<file path="src/rtl/alu_defs.sv">
// Opcode encodings and FSM state type shared by the execute-stage ALU.
package alu_defs;

    localparam logic [3:0] OP_ADD = 4'd0;
    localparam logic [3:0] OP_SUB = 4'd1;
    localparam logic [3:0] OP_AND = 4'd2;
    localparam logic [3:0] OP_OR  = 4'd3;
    localparam logic [3:0] OP_XOR = 4'd4;
    localparam logic [3:0] OP_SLL = 4'd5;
    localparam logic [3:0] OP_SRL = 4'd6;
    localparam logic [3:0] OP_SRA = 4'd7;
    localparam logic [3:0] OP_MUL = 4'd8;
    localparam logic [3:0] OP_DIV = 4'd9;

    typedef enum logic [1:0] {
        ST_IDLE = 2'd0,
        ST_CALC = 2'd1,
        ST_DONE = 2'd2
    } state_t;

    // True for opcodes that go through the iterative mul/div datapath.
    function automatic logic is_iterative(input logic [3:0] op);
        return (op == OP_MUL) || (op == OP_DIV);
    endfunction

endpackage

</file>
<file path="src/rtl/muldiv_iter.sv">
// Shared shift-add multiplier / restoring divider, one step per cycle.
// acc holds {high, low}: for MUL {partial product, remaining multiplier},
// for DIV {partial remainder, quotient being shifted in}.
// res_lo/res_hi expose the value the accumulator takes after the current
// step, so the parent can capture the final answer on the last step edge.
module muldiv_iter #(
    parameter int DATA_WIDTH = 16
) (
    input  logic                  clk,
    input  logic                  rst,
    input  logic                  load,
    input  logic                  step,
    input  logic                  is_div,
    input  logic [DATA_WIDTH-1:0] a,
    input  logic [DATA_WIDTH-1:0] b,
    output logic [DATA_WIDTH-1:0] res_lo,
    output logic [DATA_WIDTH-1:0] res_hi
);

    localparam int W = DATA_WIDTH;

    logic [2*W-1:0] acc;
    logic [2*W-1:0] acc_nxt;
    logic [W-1:0]   divisor;
    logic           mode_div;

    logic [W-1:0]   acc_hi;
    logic [W-1:0]   acc_lo;
    logic [W:0]     madd;
    logic [W:0]     rem_sh;
    logic [W-1:0]   trial;

    assign acc_hi = acc[2*W-1:W];
    assign acc_lo = acc[W-1:0];

    // One multiply or divide step computed from the current accumulator.
    always_comb begin
        madd    = {1'b0, acc_hi} + (acc_lo[0] ? {1'b0, divisor} : {(W+1){1'b0}});
        rem_sh  = acc[2*W-1:W-1];
        // Only used when rem_sh >= divisor, so the difference fits in W bits.
        trial   = rem_sh[W-1:0] - divisor;
        acc_nxt = acc;
        if (mode_div) begin
            if (rem_sh >= {1'b0, divisor}) begin
                acc_nxt = {trial, acc_lo[W-2:0], 1'b1};
            end else begin
                acc_nxt = {rem_sh[W-1:0], acc_lo[W-2:0], 1'b0};
            end
        end else begin
            acc_nxt = {madd, acc_lo[W-1:1]};
        end
    end

    // Accumulator, divisor/multiplicand and mode registers.
    always_ff @(posedge clk or negedge rst) begin
        if (!rst) begin
            acc      <= '0;
            divisor  <= '0;
            mode_div <= 1'b0;
        end else if (load) begin
            acc      <= {{W{1'b0}}, a};
            divisor  <= b;
            mode_div <= is_div;
        end else if (step) begin
            acc      <= acc_nxt;
        end
    end

    assign res_lo = acc_nxt[W-1:0];
    assign res_hi = acc_nxt[2*W-1:W];

endmodule

</file>
<file path="src/rtl/alu_exec_mc.sv">
// Execute-stage ALU: single-cycle logic/add/sub/shift, iterative unsigned
// MUL/DIV. Results and flags are registered and held until the next completion.
//
//   state   | meaning
//   --------+-------------------------------------------------------------
//   IDLE    | waiting for start
//   CALC    | iterative MUL/DIV running, busy=1, counter DATA_WIDTH-1..0
//   DONE    | done pulse; a new start is accepted here as well
module alu_exec_mc
    import alu_defs::*;
#(
    parameter int DATA_WIDTH = 16,
    parameter int OP_WIDTH   = 4
) (
    input  logic                  clk,
    input  logic                  rst,
    input  logic                  start,
    input  logic [OP_WIDTH-1:0]   alu_op,
    input  logic [DATA_WIDTH-1:0] op_a,
    input  logic [DATA_WIDTH-1:0] op_b,
    output logic [DATA_WIDTH-1:0] result,
    output logic [DATA_WIDTH-1:0] result_hi,
    output logic                  done,
    output logic                  busy,
    output logic                  zero,
    output logic                  ovf,
    output logic                  div_zero
);

    localparam int W    = DATA_WIDTH;
    localparam int SH_W = $clog2(DATA_WIDTH);
    localparam int MSB  = DATA_WIDTH - 1;

    state_t           state;
    logic [SH_W-1:0]  counter;
    logic             b_zero_q;

    logic             accept;
    logic             iter_op;
    logic             md_load;
    logic             md_step;
    logic [W-1:0]     md_lo;
    logic [W-1:0]     md_hi;

    logic [W-1:0]     sum;
    logic [W-1:0]     diff;
    logic [SH_W-1:0]  shamt;
    logic [W-1:0]     sc_result;
    logic             sc_ovf;
    logic             sc_defined;
    logic             sc_zero;

    assign accept  = start && (state != ST_CALC);
    assign iter_op = is_iterative(alu_op);
    assign md_load = accept && iter_op;
    assign md_step = (state == ST_CALC);

    assign sum   = op_a + op_b;
    assign diff  = op_a - op_b;
    assign shamt = op_b[SH_W-1:0];

    // Single-cycle result and flags from the operands presented at acceptance.
    always_comb begin
        sc_result  = '0;
        sc_ovf     = 1'b0;
        sc_defined = 1'b1;
        case (alu_op)
            OP_ADD: begin
                sc_result = sum;
                sc_ovf    = (op_a[MSB] == op_b[MSB]) && (sum[MSB] != op_a[MSB]);
            end
            OP_SUB: begin
                sc_result = diff;
                sc_ovf    = (op_a[MSB] != op_b[MSB]) && (diff[MSB] != op_a[MSB]);
            end
            OP_AND:  sc_result = op_a & op_b;
            OP_OR:   sc_result = op_a | op_b;
            OP_XOR:  sc_result = op_a ^ op_b;
            OP_SLL:  sc_result = op_a << shamt;
            OP_SRL:  sc_result = op_a >> shamt;
            OP_SRA:  sc_result = W'($signed(op_a) >>> shamt);
            default: sc_defined = 1'b0;
        endcase
        // Undefined opcodes report all flags clear, including zero.
        sc_zero = sc_defined && (sc_result == '0);
    end

    muldiv_iter #(
        .DATA_WIDTH(DATA_WIDTH)
    ) u_muldiv (
        .clk    (clk),
        .rst    (rst),
        .load   (md_load),
        .step   (md_step),
        .is_div (alu_op == OP_DIV),
        .a      (op_a),
        .b      (op_b),
        .res_lo (md_lo),
        .res_hi (md_hi)
    );

    // Sequencing FSM with registered outputs.
    always_ff @(posedge clk or negedge rst) begin
        if (!rst) begin
            state     <= ST_IDLE;
            counter   <= '0;
            b_zero_q  <= 1'b0;
            result    <= '0;
            result_hi <= '0;
            done      <= 1'b0;
            busy      <= 1'b0;
            zero      <= 1'b0;
            ovf       <= 1'b0;
            div_zero  <= 1'b0;
        end else begin
            done <= 1'b0;
            case (state)
                ST_IDLE, ST_DONE: begin
                    if (start) begin
                        if (iter_op) begin
                            state    <= ST_CALC;
                            busy     <= 1'b1;
                            counter  <= SH_W'(W - 1);
                            b_zero_q <= (alu_op == OP_DIV) && (op_b == '0);
                        end else begin
                            state     <= ST_DONE;
                            done      <= 1'b1;
                            result    <= sc_result;
                            result_hi <= '0;
                            zero      <= sc_zero;
                            ovf       <= sc_ovf;
                            div_zero  <= 1'b0;
                        end
                    end else begin
                        state <= ST_IDLE;
                    end
                end
                ST_CALC: begin
                    if (counter == '0) begin
                        state     <= ST_DONE;
                        busy      <= 1'b0;
                        done      <= 1'b1;
                        result    <= md_lo;
                        result_hi <= md_hi;
                        zero      <= (md_lo == '0);
                        ovf       <= 1'b0;
                        div_zero  <= b_zero_q;
                    end else begin
                        counter <= counter - 1'b1;
                    end
                end
                default: begin
                    state <= ST_IDLE;
                    busy  <= 1'b0;
                end
            endcase
        end
    end

endmodule

</file>
<file path="config.mk">
export PLATFORM = sky130hd
export DESIGN_NAME = alu_exec_mc
export DESIGN_NICKNAME = d
export VERILOG_FILES = /design/src/rtl/alu_defs.sv /design/src/rtl/muldiv_iter.sv /design/src/rtl/alu_exec_mc.sv
export SDC_FILE = /design/constraint.sdc
export NUM_CORES = 1
export LEC_CHECK = 0
export BUFFER_PORTS_ARGS = -buffer_cell sky130_fd_sc_hd__buf_2
export CORE_ASPECT_RATIO = 1.5
export CORE_UTILIZATION = 55
export DETAILED_ROUTE_END_ITERATION = 8
export GPL_TIMING_DRIVEN = 1
export HOLD_SLACK_MARGIN = 0.06
export PLACE_DENSITY = 0.86
export SETUP_SLACK_MARGIN = 0.05
export SYNTH_ARGS = -nofsm -noshare
export SYNTH_HDL_FRONTEND = slang
export SYNTH_SLANG_ARGS = --single-unit
</file>
<file path="constraint.sdc">
create_clock -name clk -period 4 [get_ports clk]
set_clock_uncertainty 0.2 [all_clocks]
set_input_delay 0.2 -clock clk [delete_from_list [all_inputs] [get_ports clk]]
set_output_delay 0.2 -clock clk [all_outputs]
set_load 0.02 [all_outputs]
</file>
### Word-level counts from Yosys, hierarchy flattened

Cells that the tools add are included.

* register bits after elaboration: 93
* bits of input ports: 39
* output and inout port bits: 37
* logic and storage cells: 110

* add/subtract/negate cells: 5
* magnitude comparators: 1
* equal/unequal tests: 21
* shifts and indexed selects: 3
* multiplexer cells: 43
* bitwise gates (word level): 3
* reductions and logical operators: 21

Operators with widths (count)
* 32-bit two-way mux: 4
* 16-bit one-hot mux with 8 select lines: 1
* 16-bit two-way mux: 7
* 16-bit one-hot mux with 2 select lines: 2
* 16-bit logical NOT: 3
* 16-bit subtractor: 2
* 16-bit by 17-bit adder with 17-bit output: 1
* 17-bit by 16-bit >= comparator with 1-bit output: 1
* 16-bit adder: 1
* 16-bit bitwise AND: 1
* 4-bit by 3-bit equality test with 1-bit output (second input constant): 4
* 16-bit OR: 1
* 16-bit by 4-bit left shift with 16-bit output: 1
* 16-bit by 4-bit >> shifter with 16-bit output: 1
* 16-bit by 4-bit >>> shifter with 16-bit output: 1
* 16-bit XOR: 1
* 1-bit two-way mux: 15
* 4-bit two-way mux: 3
* 1-bit one-hot mux with 2 select lines: 6
* 4-bit by 2-bit equality test with 1-bit output (second input constant): 2
* 4-bit equality test (second input constant): 2
* 4-bit logical NOT: 2
* 2-bit != test (second input constant): 4
* 4-bit one-hot mux with 2 select lines: 1
* other kinds (17): 30

### Depth between registers and ports, before layout

* word-level depth: 7
* mapped depth: 13
* depth with buffers taken out: 13

### Hierarchy

A second synthesis with hierarchy kept.

* cell total of the unflattened synthesis: 1279
* area, all modules: 10600.2 um^2

Modules (own cells, without submodules)
* alu_exec_mc: instances 1, cells each 774, area each 6306.0 um^2, seq. area each 1101.1 um^2
* muldiv_iter: instances 1, cells each 505, area each 4294.1 um^2, seq. area each 1226.2 um^2

### Worst setup path before layout

OpenSTA, ideal clock, no wires.

* path kind: input-to-reg
* start point: input port op_b[2]
* end point: register zero
* arrival time: 3.227 ns
* required time: 3.724 ns
* setup slack: 0.496 ns
* stages: 13
* path buffers: 2
* cell sequence: buf_2 clkinv_1 clkbuf_1 ha_1 nor2b_1 o21ai_1 a211oi_1 o21ai_1 nor2_1 o31a_1 or4_1 or4_1 o21ai_1

* cells in the longest elaborated chain, start to end: 7
* elaborated cells on any way between the ends: 14
* classes of those cells: 2 x add/sub; 3 x shift; 4 x mux; 3 x bitwise; 2 x reduce/logical

Ends and longest elaborated chain
* start: declaration: line alu_exec_mc.sv:20 `input logic [DATA_WIDTH-1:0] op_b,`
* 16-bit subtractor, or another cell as far along: line alu_exec_mc.sv:59 `assign diff = op_a - op_b;`
* 16-bit one-hot mux with 8 select lines (*): line alu_exec_mc.sv:67 `case (alu_op)`
* 16-bit logical NOT (*): line alu_exec_mc.sv:85 `sc_zero = sc_defined && (sc_result == '0);`
* 1-bit logical AND (*): line alu_exec_mc.sv:85
* 1-bit two-way mux (*): line alu_exec_mc.sv:120 `if (iter_op) begin`
* 1-bit two-way mux (*): line alu_exec_mc.sv:119 `if (start) begin`
* 1-bit one-hot mux with 2 select lines (*): line alu_exec_mc.sv:117 `case (state)`
* end signal: assignment: line alu_exec_mc.sv:130 `zero <= sc_zero;`
* end signal: assignment: line alu_exec_mc.sv:145 `zero <= (md_lo == '0);`
* end: declaration: line alu_exec_mc.sv:25 `output logic zero,`

Mark *: on every way between the ends. The rest lies on a longest branch, timed or not. The select of a mux whose other input is x is not followed.
A chain may end at the register's enable or synchronous reset.

### Final worst setup path

* start point: input port op_b[4]
* end point: register zero

* cells in the longest elaborated chain, start to end: 7
* elaborated cells on any way between the ends: 11
* classes of those cells: 2 x add/sub; 4 x mux; 3 x bitwise; 2 x reduce/logical

Ends and longest elaborated chain (line)
* 16-bit subtractor, or another cell as far along: alu_exec_mc.sv:59
* 16-bit one-hot mux with 8 select lines (*): alu_exec_mc.sv:67
* 16-bit logical NOT (*): alu_exec_mc.sv:85
* 1-bit logical AND (*): alu_exec_mc.sv:85
* 1-bit two-way mux (*): alu_exec_mc.sv:120
* 1-bit two-way mux (*): alu_exec_mc.sv:119
* 1-bit one-hot mux with 2 select lines (*): alu_exec_mc.sv:117

Marked as above.

==> flow_summary_export.csv <==
group,metric,value,unit
clock_network,clockBufferDepth,2,
sta,fmax,0.2598,GHz
logic_synthesis,synth_top_family_by_area,"compound AO/OA/AOI/OAI gates",
final_layout,diodes,0,
sta,hold_viol,0,
worst_setup_path,critPathMaxFanout,5,
grt,groute.usage.overall,40.44,%
power,swShare,45.73,%
grt,grt_pass1_wl,58.61,mm
worst_setup_path,required,4.08,ns
logic_synthesis,synthArstFlopShare,100.0,%
clock_network,postCtsSetupRepairBufs,0,
clock_network,root_buffer,"clkbuf_16",
die,initial_core_util,56.26,%
power,power,0.005598,W
grt,grt_max_degree,60,
sta,tns,0,ns
detailed_routing,postRouteAntennaNets,0,
sta,fin_crit_sh,96.25,%
final_layout,synthToLayoutAreaGrowth,10.75,%
grt,grt_pass1_vias,10580,
die,row_count,60,
detailed_routing,vias,10710,
sta,maxSlewViolCount,0,
logic_synthesis,synthTopCellsByArea,"dfrtp_1 (23%), ha_1 (10%), nand2_1 (5.3%)",
power,p_seq_share,25.9,%
sta,tightest_slew,1.018,ns
final_layout,nets,1433,
worst_setup_path,cp.arrival,3.93,ns
logic_synthesis,synth_compound_area_share,25.61,%
detailed_routing,viasPerCell,7.011,
die,fp.dieArea,0.01899,mm^2
hold_path,worstHoldPathCells,3,
logic_synthesis,yosysSeqAreaShare,22.96,%
placed_design,dp_cells,1502,
detailed_routing,drc,0,
placed_design,port_buffers,75,
detailed_routing,routed_wl,37.67,mm
power,power_density,498.6,mW/mm^2
logic_synthesis,synth-simple-area-share,20.75,%
sta,rsz0062_at_grt,"no",
clock_network,cts_htree_levels,3,
worst_setup_path,cp-start-kind,"input pin",
die,die_y,168.3,um
logic_synthesis,synth_edf_count,0,
power,clockPowerShare,15.5,%
worst_setup_path,r2r_cells,13,
sta,fin_crit,3.850,ns
hold_path,min_to,"u_muldiv.divisor[9]$_DFFE_PN0P_",
clock_network,cts_tree,"done",
hold_path,hold_path.class,"in2reg",
final_layout,seq_area,0.002327,mm^2
logic_synthesis,ys.flop_type,"dfrtp_1",
final_layout,num-fill-cells,1611,
sta,max-slew-margin-rel,31.96,%
final_layout,drive_gt1_share,15.42,%
worst_setup_path,critical_path.most_common_cell,"buf_4",
final_layout,multiInputGateArea,0.007172,mm^2
power,p_leak,5.162,nW
logic_synthesis,synth_fa_ha_area_share,11.16,%
clock_network,clkSinkCount,93,
logic_synthesis,ys_ff_latch,93,
final_layout,final_common_cell,"nand2_1",
die,die_x,112.9,um
sta,setup_viol,0,
detailed_routing,drt-initial-drc-count,1184,
detailed_routing,drtPass1Iterations,6,
die,io_pins,76,
logic_synthesis,synth_top_cell_by_area,"dfrtp_1",
clock_network,cts-buffers-inserted,9,
worst_setup_path,reg2reg_to,"u_muldiv.acc[26]$_DFFE_PN0P_",
power,p_int,0.003038,W
logic_synthesis,ys_warn_count,0,
grt,grt_overflow_total,0,
placed_design,hpwlAfterDp,28.57,mm
worst_setup_path,end_kind,"register",
clock_network,clock_latency,0.36,ns
worst_setup_path,reg2reg_slack,0.47,ns
final_layout,final_cells,1527,
power,power_switching,0.002560,W
worst_setup_path,crit_chain,"dlygate4sd3_1 > buf_2 > inv_1 > ha_1 > buf_4 > a21o_1 > a31oi_2 > a21o_1 > a311oi_1 > buf_4 > nand4_1 > nor4bb_2 > a22oi_1 > buf_4 > or4_1 > o21ai_1",
final_layout,final_cell_mix,"nand2_1 (142), dfrtp_1 (93), nor2_1 (86)",
run_status,status,"finished, final reports clean",
placed_design,gp_congestion,1.094,
hold_path,hold_start,"op_b[9]",
logic_synthesis,synth_xor_area_share,2.246,%
logic_synthesis,syn-num-nets,1379,
detailed_routing,post_drt_wl_per_cell,24.67,um
worst_setup_path,critPathKind,"in2reg",
die,core,0.01802,mm^2
logic_synthesis,synth.distinct_cells,82,
logic_synthesis,syn_area,0.01014,mm^2
logic_synthesis,yosysTopAreaCellShare,22.96,%
clock_network,path_clk_slew,0.06,ns
logic_synthesis,netlist_instances,1252,
logic_synthesis,muxShareOfSynthArea,10.39,%
logic_synthesis,syn_area_per_cell,8.097,um^2
worst_setup_path,r2r_start,"u_muldiv.acc[15]$_DFFE_PN0P_",
grt,antenna_found_initial,2,
power,p_comb_share,58.6,%
worst_setup_path,timing.critical_path.slowest_cell_delay,0.52,ns
power,peakVddDrop,0.2964,mV
run,cap_viol_max_count,0,
worst_setup_path,cp_slowest_cell,"dlygate4sd3_1",
-- how the worst max path moves through the flow --
stage            start                to  depth (start not counted)
5_1_grt        op_b[4]  zero$_DFFE_PN0P_                         16
4_1_cts        op_b[4]  zero$_DFFE_PN0P_                         16
3_3_place_gp   op_b[4]  zero$_DFFE_PN0P_                         15
6_report       op_b[4]  zero$_DFFE_PN0P_                         16
3_5_place_dp   op_a[0]  zero$_DFFE_PN0P_                         14
2_1_floorplan  op_b[2]  zero$_DFFE_PN0P_                         13
-- area by class of cell --
type | instances | share of cell area, %
clock buffers | 9 | 2.006
inverters | 77 | 2.574
repair buffers | 134 | 7.757
well taps | 217 | 2.418
flip-flops and latches | 93 | 20.73
clock inverters | 6 | 0.6352
multi-input cells | 991 | 63.88
-- metrics by stage --
step           hold slack (ns)  utilization, %  worst slack, ns  instance area [um^2]
2_1_floorplan          -0.2956               -           0.4962                 10140
3_3_place_gp           0.09851           59.94           0.3173                 10800
4_1_cts                0.06246           62.14           0.1132                 11200
5_1_grt                0.08315           62.31         0.003598                 11230
6_report               0.07747           62.31           0.1502                 11230
3_5_place_dp            0.1106           59.94           0.3065                 10800
-- sequential cells by signal, indices dropped and copies added (netlist names) --
register / cells
busy: 1
u_muldiv.acc: 32
done: 1
result_hi: 16
result: 16
ovf: 1
b_zero_q: 1
div_zero: 1
state: 2
zero: 1
counter: 4
u_muldiv.mode_div: 1
u_muldiv.divisor: 16
-- routing by layer --
| metal | vias to the layer above | wire (um) | global-route usage, % |
|---|---|---|---|
| li1 | 4733 | - | - |
| met3 | 241 | 3104 | 7.091 |
| met4 | 2 | 3682 | 34.78 |
| met5 | - | 10 | 0 |
| met2 | 690 | 18010 | 68.87 |
| met1 | 5040 | 12860 | 43.14 |
-- power by group through the flow --
stage | registers, W | clock network, W | logic [W]
final | 0.00145 | 0.000870 | 0.00328
after global routing | 0.00147 | 0.000900 | 0.00358
after CTS | 0.00143 | 0.000866 | 0.00321
after detailed placement | 0.00145 | 0 | 0.00318
after global placement | 0.00144 | 0 | 0.00310
after floorplan | 0.00143 | 0 | 0.00234
-- timing repair --
action                                  4_1_cts  5_1_grt
resized for setup                             0        6
hold buffers                                 10        0
endpoints found under the setup margin        0        3
endpoints found under the hold margin        67        0
-- critical path, delay by kind of cell --
| family | cells | cell delay [ns] |
|---|---|---|
| simple gates | 3 | 0.93 |
| buf+inv | 6 | 1.31 |
| fa+ha+maj | 1 | 0.38 |
| compound gates | 6 | 1.10 |
-- cell usage after synthesis, types with 16 or more instances --
cell type    n
nand2_1    142
dfrtp_1     93
nor2_1      86
ha_1        84
o21ai_0     82
a21oi_1     74
inv_1       74
clkbuf_1    59
a211oi_1    38
mux2i_1     34
nor3_1      33
and2_1      27
a21o_1      23
xnor2_1     22
a31oi_1     21
nor2b_1     21
mux4_2      19
nand3_1     19
buf_2       18
o31ai_1     18
mux2_2      16
-- cells by family after synthesis --
group,Yosys count
buffers and inverters,168
xor gates and xnor gates,26
and+or+nand+nor,420
adders and majority gates,88
DFF,93
muxes,73
AOI/OAI and AO/OA,384
(Power assumes the default switching activity.)
